`src/rtl/jk_excitation_counter.sv`:
```
// Modulo-MOD up/down counter. It keeps a shadow copy of the external JK bank state and
// drives the minimal J/K excitation to that bank. Define JKC_FEEDBACK_CHECK_EN to compare the bank feedback.
module jk_excitation_counter #(
    parameter int W   = 4,
    parameter int MOD = 10
) (
    input  logic         clk,
    input  logic         clr,
    input  logic         en,
    input  logic         up,
    input  logic         load,
    input  logic [W-1:0] din,
    input  logic [W-1:0] q_fb,
    output logic [W-1:0] j,
    output logic [W-1:0] k,
    output logic [W-1:0] q,
    output logic         tc,
    output logic         err
);

    localparam logic [W:0] MOD_X  = (W+1)'(MOD);
    localparam logic [W:0] LAST_X = (W+1)'(MOD - 1);

    logic [W-1:0] q_q, q_d;
    logic         tc_q, tc_d;
    logic [W:0]   q_x, din_x, nxt_x;
    logic         wrap;
    logic         unused_nxt_msb;

    // The extra bit keeps MOD = 2^W representable, and it keeps the clamp compare exact.
    always_comb begin
        q_x   = {1'b0, q_q};
        din_x = {1'b0, din};
        nxt_x = q_x;
        wrap  = 1'b0;
        if (load) begin
            nxt_x = (din_x < MOD_X) ? din_x : LAST_X;
        end else if (en && up) begin
            if (q_x == LAST_X) begin
                nxt_x = '0;
                wrap  = 1'b1;
            end else begin
                nxt_x = q_x + 1'b1;
            end
        end else if (en) begin
            if (q_x == '0) begin
                nxt_x = LAST_X;
                wrap  = 1'b1;
            end else begin
                nxt_x = q_x - 1'b1;
            end
        end
    end

    assign q_d            = nxt_x[W-1:0];
    assign tc_d           = wrap;
    assign unused_nxt_msb = nxt_x[W];

    // When a bit keeps its value, its don't-care resolves to 0. So J and K are never both 1.
    assign j = clr ? '0 : (q_d & ~q_q);
    assign k = clr ? '0 : (q_q & ~q_d);

    always_ff @(posedge clk or posedge clr) begin
        if (clr) begin
            q_q  <= '0;
            tc_q <= 1'b0;
        end else begin
            q_q  <= q_d;
            tc_q <= tc_d;
        end
    end

    assign q  = q_q;
    assign tc = tc_q;

`ifdef JKC_FEEDBACK_CHECK_EN
    logic skip_q, skip_d;
    logic err_q, err_d;

    // The first edge after clr is skipped, so the external bank can leave its own clear.
    always_comb begin
        skip_d = 1'b0;
        err_d  = err_q | (~skip_q & (q_fb != q_q));
    end

    always_ff @(posedge clk or posedge clr) begin
        if (clr) begin
            skip_q <= 1'b1;
            err_q  <= 1'b0;
        end else begin
            skip_q <= skip_d;
            err_q  <= err_d;
        end
    end

    assign err = err_q;
`else
    logic unused_q_fb;
    assign unused_q_fb = ^q_fb;
    assign err         = 1'b0;
`endif

endmodule

```
`config.mk`:
```
export PLATFORM = sky130hd
export DESIGN_NAME = jk_excitation_counter
export DESIGN_NICKNAME = d
export VERILOG_FILES = /design/src/rtl/jk_excitation_counter.sv
export SDC_FILE = /design/constraint.sdc
export NUM_CORES = 1
export LEC_CHECK = 0
export ABC_AREA = 0
export BUFFER_PORTS_ARGS = -buffer_cell sky130_fd_sc_hd__buf_4
export CAP_MARGIN = 10
export CORE_MARGIN = 3
export CORE_UTILIZATION = 44
export DETAILED_ROUTE_END_ITERATION = 8
export PLACE_DENSITY_LB_ADDON = 0.2
export SLEW_MARGIN = 30
export SYNTH_ARGS = -nofsm -noshare
export SYNTH_HDL_FRONTEND = slang
export SYNTH_SLANG_ARGS = --single-unit
```
`constraint.sdc`:
```
create_clock -name clk -period 1.6 [get_ports clk]
set_input_delay 0.08 -clock clk [delete_from_list [all_inputs] [get_ports clk]]
set_output_delay 0.08 -clock clk [all_outputs]
set_load 0.005 [all_outputs]
```
==> flow_summary.json, run 1 <==
{
  "status": "complete, but fails checks",
  "violations": "setup timing",
  "wirelength_mm": 1.96,
  "die_x_um": 42.2,
  "row_count": 12,
  "start_kind": "flip-flop",
  "syn_area_sq_um": 578,
  "powerDensity_mw_per_mm2": 751,
  "total_power_uw": 715,
  "syn_nets": 83,
  "fin_crit_ns": 1.84,
  "p_leak_nw": 0.435,
  "clk_pin_slew_ns": 0.04,
  "dp_cells": 104,
  "grt_pass1_vias": 596,
  "worst_r2r_path_depth": 4,
  "place_hpwl_mm": 1.11,
  "core_area_sq_mm": 0.00117,
  "layout_common_cells": "buf_4, nand2_1, nor2_1",
  "viasPerCell": 5.57,
  "finalSetupViolations": 5,
  "cts.sinks": 5,
  "die_area_sq_mm": 0.00178,
  "clock_latency_ns": 0.25,
  "routedWlPerCell_um": 16.1,
  "fin_util_pct": 81.3,
  "cts_buffers": 3,
  "required_ns": 1.52,
  "grt_pass1_wl_mm": 2.81,
  "initial_core_util_pct": 49.4,
  "fin_ws_ns": -0.240,
  "first_iter_violations": 36,
  "ys_warn_count": 0,
  "finalHoldViolations": 0,
  "port_buffers": 21,
  "whs_endpoint": "q[0]$_DFF_PP0_",
  "rsz0062_at_grt": "yes",
  "crit_arrival_ns": 1.76,
  "via_count": 680,
  "drc": 0,
  "path_class": "reg2out",
  "cts_tree": "done",
  "overflow": 0,
  "drt_first_pass_iters": 4,
  "whs_path_depth": 2,
  "peakVddDrop_v": 0.000516,
  "htree_num_levels": 1,
  "min_path_type": "in2reg",
  "syn_avg_cell_area_sq_um": 8.26,
  "cts_buffer_depth": 2,
  "layout-drive-gt1-share_pct": 56.5,
  "io_pins": 27,
  "grt_usage_pct": 21.8,
  "diodes": 0,
  "final_cells": 122,
  "r2r_start": "q[0]$_DFF_PP0_",
  "finalSetupTns_ns": -0.904,
  "yosys_register_bits": 5,
  "holdCritStartpoint": "load",
  "final_common_cell": "buf_4",
  "fp.dieH_um": 42.2,
  "fin_crit_sh_pct": 115,
  "yosysUniqueCellTypes": 39,
  "antenna_found_initial": 0,
  "clock_skew_ns": 0.00222,
  "ant_nets": 0,
  "place_ws_ns": -0.0920,
  "nNetsFinal": 122,
  "reg2reg_to": "tc$_DFF_PP0_",
  "seq_area_frac_synth_pct": 21.6,
  "grt_max_degree": 11,
  "gp_congestion": 0.853,
  "cts_root_buffer": "clkbuf_4",
  "synthCells": 70,
  "slew_viol_final": 0,
  "rrSetupSlack_ns": 0.04,
  "area_growth_pct": 64.7,
  "worstPathMaxFanout": 3,
  "clock.fmax_mhz": 543,
  "maxCapViolations": 0,
  "endpoint_kind": "primary output"
}
-- worst max path at each step --
stage	to	start	cells after the start	slack (ns)
after CTS	j[2]	q[0]$_DFF_PP0_	6	-0.22
after global routing	j[2]	q[0]$_DFF_PP0_	6	-0.35
after detailed placement	j[2]	q[0]$_DFF_PP0_	6	-0.09
after global placement	j[2]	q[0]$_DFF_PP0_	6	0.008
final	j[2]	q[0]$_DFF_PP0_	6	-0.24
after floorplan	tc$_DFF_PP0_	q[0]$_DFF_PP0_	3	0.19
-- state kept, by name (all words and copies together) (netlist names) --
register,cells
q,4
tc,1
-- report_power, final --
part           switching (mW)  total [mW]  internal (mW)
clock                  0.0584       0.153         0.0947
sequential             0.0350       0.179          0.144
combinational           0.167       0.383          0.215
-- metal layers --
metal / vias to the layer above / global-route usage, % / share of wire [%]
li1: 327 / - / -
met1: 318 / 23.1 / 42
met2: 27 / 33.1 / 48
met3: 8 / 7.73 / 5.9
met4: 0 / 19.9 / 3.8
met5: - / 0 / 0
-- cell type report --
cell class                      count  area (sq um)
Clock buffer                        4          26.3
Fill cell                          70           219
Inverter                            3          11.3
Multi-Input combinational cell     55           434
Sequential cell                     5           130
Tap cell                           14          17.5
Timing Repair Buffer               41           333
-- logic make-up after synthesis --
kind of cell	share of synthesized area, %
simple gates	27.1
compound gates	32.0
buf+inv	12.3
flops	21.6
xor+xnor	4.55
mux	1.73
other cells	0.649
-- Yosys cell counts --
cell type,instances,area share (%)
nor3_2,1,1.7
conb_1,1,0.65
a211oi_1,1,1.3
or2b_1,1,1.3
nor2b_2,1,1.5
buf_6,3,5.8
a21boi_1,1,1.3
nand3_1,2,1.7
o2bb2ai_2,1,2.6
and2b_1,1,1.3
o21bai_2,1,1.9
inv_2,1,0.65
clkbuf_1,1,0.65
inv_1,2,1.3
a32oi_2,1,2.8
nor2b_1,2,2.2
or3_1,1,1.1
a21oi_1,4,3.5
dfrtp_1,5,22
xnor2_1,2,3.0
o21ai_1,2,1.7
mux2i_1,1,1.7
o2111a_1,1,1.9
o21a_1,2,2.6
nor2_1,6,3.9
buf_4,3,3.9
nor4b_1,1,1.5
o211ai_1,1,1.3
a2111oi_2,2,5.2
nand2_1,7,4.5
a32o_1,1,1.7
and3_1,1,1.1
o21ai_0,1,0.86
xor2_1,1,1.5
nor3_1,2,1.7
a211o_1,1,1.5
nand3b_1,1,1.3
o211a_1,1,1.7
nand2b_1,2,2.2
-- critical path, cell delays in order (launching register included) --
cell and delay [ns]:
dfrtp_2 0.45, buf_6 0.14, nor4b_4 0.25, o21ai_2 0.12, a32oi_2 0.23, and3_1 0.20, buf_4 0.11
-- through the flow --
| stage | cell area, sq um | hold slack [ns] |
|---|---|---|
| after global placement | 738 | 0.100 |
| after detailed placement | 738 | 0.0947 |
| after global routing | 952 | 0.133 |
| after floorplan | 578 | -0.103 |
| after CTS | 865 | 0.128 |
| final | 952 | 0.146 |
-- repair_timing --
item                                    4_1_cts  5_1_grt
gates cloned                                  0        0
pin swaps                                    10        7
hold endpoints to repair                      5        0
hold buffers                                  1        0
endpoints found under the setup margin        5        6
gates resized for setup                      12        8
setup buffers                                 6        7
(Power assumes the default switching activity.)
==> run 2: changes to the inputs <==
--- a/config.mk
+++ b/config.mk
@@ -12,6 +12,7 @@
 export CORE_UTILIZATION = 44
 export DETAILED_ROUTE_END_ITERATION = 8
 export PLACE_DENSITY_LB_ADDON = 0.2
+export RECOVER_POWER = 25
 export SLEW_MARGIN = 30
 export SYNTH_ARGS = -nofsm -noshare
 export SYNTH_HDL_FRONTEND = slang
==> run 2 against run 1 <==
Effect of this change: highest routed layer unchanged; cell count unchanged; total power decreased by 0.19%; sequential power hardly changed; global-route usage stayed put; the run still ends with setup timing left; routed wire length increased by 0.10%.
==> flow_summary.json, run 2 (synthesized netlist as in run 1, its figures left out) <==
{
  "status": "complete, but fails checks",
  "violations": "setup timing",
  "r2r_start": "q[0]$_DFF_PP0_",
  "nNetsFinal": 122,
  "row_count": 12,
  "grt_pass1_wl_mm": 2.81,
  "worst_r2r_path_depth": 4,
  "fillCellCount": 71,
  "die_area_sq_mm": 0.00178,
  "cts_tree": "done",
  "io_pins": 27,
  "cts_root_buffer": "clkbuf_4",
  "drc": 0,
  "slowest_delay_ns": 0.45,
  "top_layer": "met4",
  "cts_buffers": 3,
  "powerDensity_mw_per_mm2": 753,
  "htree_num_levels": 1,
  "wirelength_mm": 1.96,
  "routedWlPerCell_um": 16.1,
  "crit_arrival_ns": 1.76,
  "finalHoldViolations": 0,
  "gp_congestion": 0.853,
  "worstPathMaxFanout": 3,
  "crit_chain": "buf_6 > nor4b_4 > o21ai_2 > a32oi_2 > and3_1 > buf_4",
  "slew_viol_final": 0,
  "die_x_um": 42.2,
  "regArea_sq_um": 130,
  "slowest_stage": "dfrtp_2",
  "clock_skew_ns": 0.00227,
  "peakVddDrop_v": 0.000516,
  "clock_latency_ns": 0.25,
  "start_kind": "flip-flop",
  "multi_input_area_sq_um": 434,
  "cts.sinks": 5,
  "drt_first_pass_iters": 4,
  "clock.fmax_mhz": 543,
  "endpoint_kind": "primary output",
  "grt_usage_pct": 21.8,
  "finalInstanceArea_sq_um": 948,
  "path_class": "reg2out",
  "overflow": 0,
  "ant_nets": 0,
  "initial_core_util_pct": 49.4,
  "via_count": 687,
  "final_cells": 122,
  "crit_buf_inv": 2,
  "grt_pass1_vias": 596,
  "p_leak_nw": 0.431,
  "port_buffers": 21,
  "fin_crit_sh_pct": 115,
  "rsz0062_at_grt": "yes",
  "required_ns": 1.52,
  "holdCritStartpoint": "load",
  "postPlaceCellArea_sq_um": 738,
  "fin_crit_ns": 1.84,
  "rrSetupSlack_ns": 0.04,
  "diodes": 0,
  "whs_endpoint": "q[0]$_DFF_PP0_",
  "place_ws_ns": -0.0920,
  "first_iter_violations": 36,
  "fp.dieH_um": 42.2,
  "grt_max_degree": 11,
  "min_path_type": "in2reg",
  "final_common_cell": "buf_4",
  "wl_met2_um": 932,
  "whs_path_depth": 2,
  "place_hpwl_mm": 1.11,
  "dp_cells": 104,
  "maxCapViolations": 0,
  "viasPerCell": 5.63,
  "fin_ws_ns": -0.241,
  "layout_common_cells": "buf_4, nand2_1, nor2_1",
  "area_growth_pct": 64.1,
  "core_area_sq_mm": 0.00117,
  "clk_pin_slew_ns": 0.04,
  "finalSetupTns_ns": -0.909,
  "antenna_found_initial": 0,
  "largest_reg_flops": 4,
  "critPathTopFamily": "flip-flops",
  "wl_met1_um": 824,
  "reg2reg_to": "tc$_DFF_PP0_",
  "layout-drive-gt1-share_pct": 55.6,
  "finalSetupViolations": 5,
  "wl_met3_um": 134,
  "cts_buffer_depth": 2
}
## run 2: cell types whose count changed in the layout (fill, tap and decap cells not counted), sizes merged
cell	previous run	this run
clkbuf	4	5
buf	40	39
## run 2: what timing repair did
action | CTS | global route
hold buffers | 1 | 0
endpoints found under the hold margin | 5 | 0
endpoints found under the setup margin | 5 | 6
pin swaps | 10 | 7
resized for setup | 12 | 8
setup buffers | 6 | 7
## run 2: how the worst max path moves through the flow
stage              startpoint            to  slack, ns  cells past startpoint
6_report       q[0]$_DFF_PP0_          j[2]      -0.24                      6
3_3_place_gp   q[0]$_DFF_PP0_          j[2]      0.008                      6
2_1_floorplan  q[0]$_DFF_PP0_  tc$_DFF_PP0_       0.19                      3
4_1_cts        q[0]$_DFF_PP0_          j[2]      -0.22                      6
5_1_grt        q[0]$_DFF_PP0_          j[2]      -0.35                      6
3_5_place_dp   q[0]$_DFF_PP0_          j[2]      -0.09                      6
## run 2: where the power goes
group	total, mW	internal, mW	switching [mW]	leakage (nW)
combinational	0.381	0.214	0.167	0.359
sequential	0.179	0.144	0.0350	0.0572
clock	0.153	0.0947	0.0585	0.0150
total	0.714	0.453	0.261	0.431
## run 2: area by class of cell
cell class                 count  share of cell area (%)
tap                           14                    1.85
sequential                     5                    13.7
multi-input combinational     55                    45.8
clock buffer                   4                    2.77
timing repair buffer          41                    34.7
inverter                       3                    1.19
## run 2: layer usage
metal | global-route usage [%] | vias to the layer above
li1 | - | 327
met5 | 0 | -
met1 | 23.1 | 322
met4 | 19.9 | 0
met2 | 33.1 | 30
met3 | 7.73 | 8
## run 2: per-stage QoR
step / hold WS (ns) / util (%) / power [mW]
2_1_floorplan: -0.103 / - / 0.335
3_5_place_dp: 0.0947 / 63.0 / 0.431
3_3_place_gp: 0.100 / 63.0 / 0.425
4_1_cts: 0.128 / 73.8 / 0.653
5_1_grt: 0.133 / 81.0 / 0.765
6_report: 0.142 / 81.0 / 0.714
==> run 3: changes to the inputs <==
--- a/config.mk
+++ b/config.mk
@@ -5,12 +5,12 @@
 export SDC_FILE = /design/constraint.sdc
 export NUM_CORES = 1
 export LEC_CHECK = 0
-export ABC_AREA = 0
+export ABC_AREA = 1
 export BUFFER_PORTS_ARGS = -buffer_cell sky130_fd_sc_hd__buf_4
 export CAP_MARGIN = 10
-export CORE_MARGIN = 3
-export CORE_UTILIZATION = 44
+export CORE_AREA = 3 3 40 42
 export DETAILED_ROUTE_END_ITERATION = 8
+export DIE_AREA = 0 0 43 45
 export PLACE_DENSITY_LB_ADDON = 0.2
 export RECOVER_POWER = 25
 export SLEW_MARGIN = 30
==> run 3 against run 2 <==
Effect of this change: the run now ends clean; register-to-register slack gained 0.27 ns; synthesized area decreased by 15%; setup slack improved by 0.25 ns; sequential power decreased by 2%; total power shrank 18%; via count shrank 6.7%; hold slack worse by 0.058 ns; utilization fell by 18 points; routed wire length shrank 24%; clock-buffer cell count did not move; first-iteration DRC count shrank 67%.
==> flow_summary.json, run 3 <==
{
  "io_pins": 27,
  "routedWlPerCell_um": 11.7,
  "antenna_found_initial": 0,
  "finalSetupViolations": 0,
  "largest_reg_flops": 4,
  "clock_skew_ns": 0.00280,
  "seq_area_frac_synth_pct": 25.4,
  "grt_max_degree": 12,
  "gp_congestion": 0.762,
  "postPlaceCellArea_sq_um": 657,
  "synthArstFlopShare_pct": 100,
  "die_x_um": 43,
  "maxCapViolations": 0,
  "clock.fmax_mhz": 630,
  "yosysTopAreaCell": "dfrtp_1",
  "start_kind": "flip-flop",
  "clk_pin_slew_ns": 0.04,
  "ys_warn_count": 0,
  "nNetsFinal": 127,
  "clock_latency_ns": 0.24,
  "synth_top_area_share_pct": 25.4,
  "place_hpwl_mm": 1.00,
  "fp.dieH_um": 45,
  "drt_first_pass_iters": 4,
  "synthCells": 82,
  "htree_num_levels": 1,
  "syn_avg_cell_area_sq_um": 6.01,
  "synth_area_leaders": "dfrtp_1, nand2_1, a21oi_1",
  "via_count": 641,
  "final_common_cell": "buf_4",
  "initial_core_util_pct": 38.4,
  "rsz0062_at_grt": "yes",
  "drc": 0,
  "powerDensity_mw_per_mm2": 719,
  "cts_buffers": 3,
  "grt_pass1_wl_mm": 2.19,
  "syn_area_sq_um": 493,
  "synthTopCellsByCount": "nand2_1, a21oi_1, nand3_1, nor2_1, inv_1",
  "endpoint_kind": "primary output",
  "row_count": 13,
  "diodes": 0,
  "first_iter_violations": 12,
  "area_growth_pct": 64.7,
  "core_area_sq_mm": 0.00128,
  "path_class": "reg2out",
  "cts_root_buffer": "clkbuf_4",
  "die_area_sq_mm": 0.00194,
  "fillCellCount": 124,
  "yosys_register_bits": 5,
  "status": "completed",
  "synth-main-ff-cell": "dfrtp_1",
  "grt_usage_pct": 15.0,
  "peakVddDrop_v": 0.000485,
  "slew_viol_final": 0,
  "crit_arrival_ns": 1.51,
  "finalSetupTns_ns": 0,
  "port_buffers": 21,
  "worstPathMaxFanout": 8,
  "wirelength_mm": 1.49,
  "synth_most_common_cell": "nand2_1",
  "fin_crit_ns": 1.59,
  "fin_util_pct": 63.2,
  "finalHoldViolations": 0,
  "cts.sinks": 5,
  "ant_nets": 0,
  "cts_tree": "done",
  "min_path_type": "in2reg",
  "finalInstanceArea_sq_um": 812,
  "syn_nets": 95,
  "yosysUniqueCellTypes": 19,
  "layout-drive-gt1-share_pct": 60.2,
  "synth-edff-count": 0,
  "cts_buffer_depth": 2,
  "fin_crit_sh_pct": 99.2,
  "grt_pass1_vias": 530,
  "layout_common_cells": "buf_4, nand2_1, nand2_2",
  "required_ns": 1.52,
  "viasPerCell": 5.01,
  "overflow": 0,
  "p_leak_nw": 0.416
}
==> run 3: worst paths after layout <==
kind | start | endpoint | slack (ns) | cells past startpoint
worst max-delay path | q[1]$_DFF_PP0_ | k[2] | 0.01 | 8
worst min-delay path | load | tc$_DFF_PP0_ | 0.08 | 2
worst max register to register | q[1]$_DFF_PP0_ | q[2]$_DFF_PP0_ | 0.31 | 7
worst min register to register | q[1]$_DFF_PP0_ | q[1]$_DFF_PP0_ | 0.83 | 4
max in group asynchronous | clr | q[3]$_DFF_PP0_ | 0.93 | 3
min in group asynchronous | clr | q[0]$_DFF_PP0_ | 0.39 | 3
==> run 3: what timing repair did <==
item	CTS	global route
setup buffers	1	6
pin swaps	0	6
hold buffers	1	0
endpoints found under the hold margin	5	0
setup endpoints to repair	4	7
cloned	0	0
gates resized for setup	3	21
==> run 3: worst max-delay path: stages, from the launching register on <==
cell and delay [ns]:
dfrtp_2 0.47, inv_4 0.10, nand3_4 0.11, a21oi_2 0.15, nand2_2 0.06, nand2_2 0.08
nand2_2 0.07, nor2_2 0.10, buf_4 0.12
==> run 3: cell families (layout without fill, tap and decap cells) <==
family,count (synthesis),count (layout),share of synthesized area [%]
other,1,1,0.761
and+or+nand+nor,51,51,50.8
AOI/OAI and AO/OA,11,11,11.2
DFF,5,5,25.4
buffers and inverters,14,45,11.9
==> run 3: layer usage <==
| metal | GRT usage [%] | routed length [um] | vias to the layer above |
|---|---|---|---|
| met5 | 0 | 0 | - |
| met4 | 1.81 | 8 | 0 |
| met3 | 5.98 | 141 | 2 |
| met2 | 27.5 | 727 | 34 |
| met1 | 16.8 | 614 | 286 |
| li1 | - | - | 319 |
==> run 3: cell type report <==
type                            instances  area [sq um]  area share (%)
Clock buffer                            4          26.3            3.24
Inverter                               12          51.3            6.32
Sequential cell                         5           130            16.0
Timing Repair Buffer                   29           220            27.1
Tap cell                               15          18.8            2.31
Multi-Input combinational cell         63           365            45.0
==> run 3: power by group <==
part	switching, mW	internal [mW]	total [mW]	leakage [nW]
clock network	0.0515	0.0943	0.146	0.0150
logic	0.137	0.127	0.263	0.343
registers	0.0319	0.143	0.175	0.0573
total	0.220	0.363	0.584	0.416
==> run 3: per-stage QoR <==
step,cells,total power [mW],hold slack [ns],setup WS [ns]
finish,128,0.584,0.0845,0.0133
global placement,116,0.363,0.0790,0.260
global route,128,0.625,0.0862,-0.0398
floorplan,82,0.283,-0.0925,0.459
CTS,122,0.528,0.0731,0.0205
detailed placement,116,0.367,0.0903,0.238
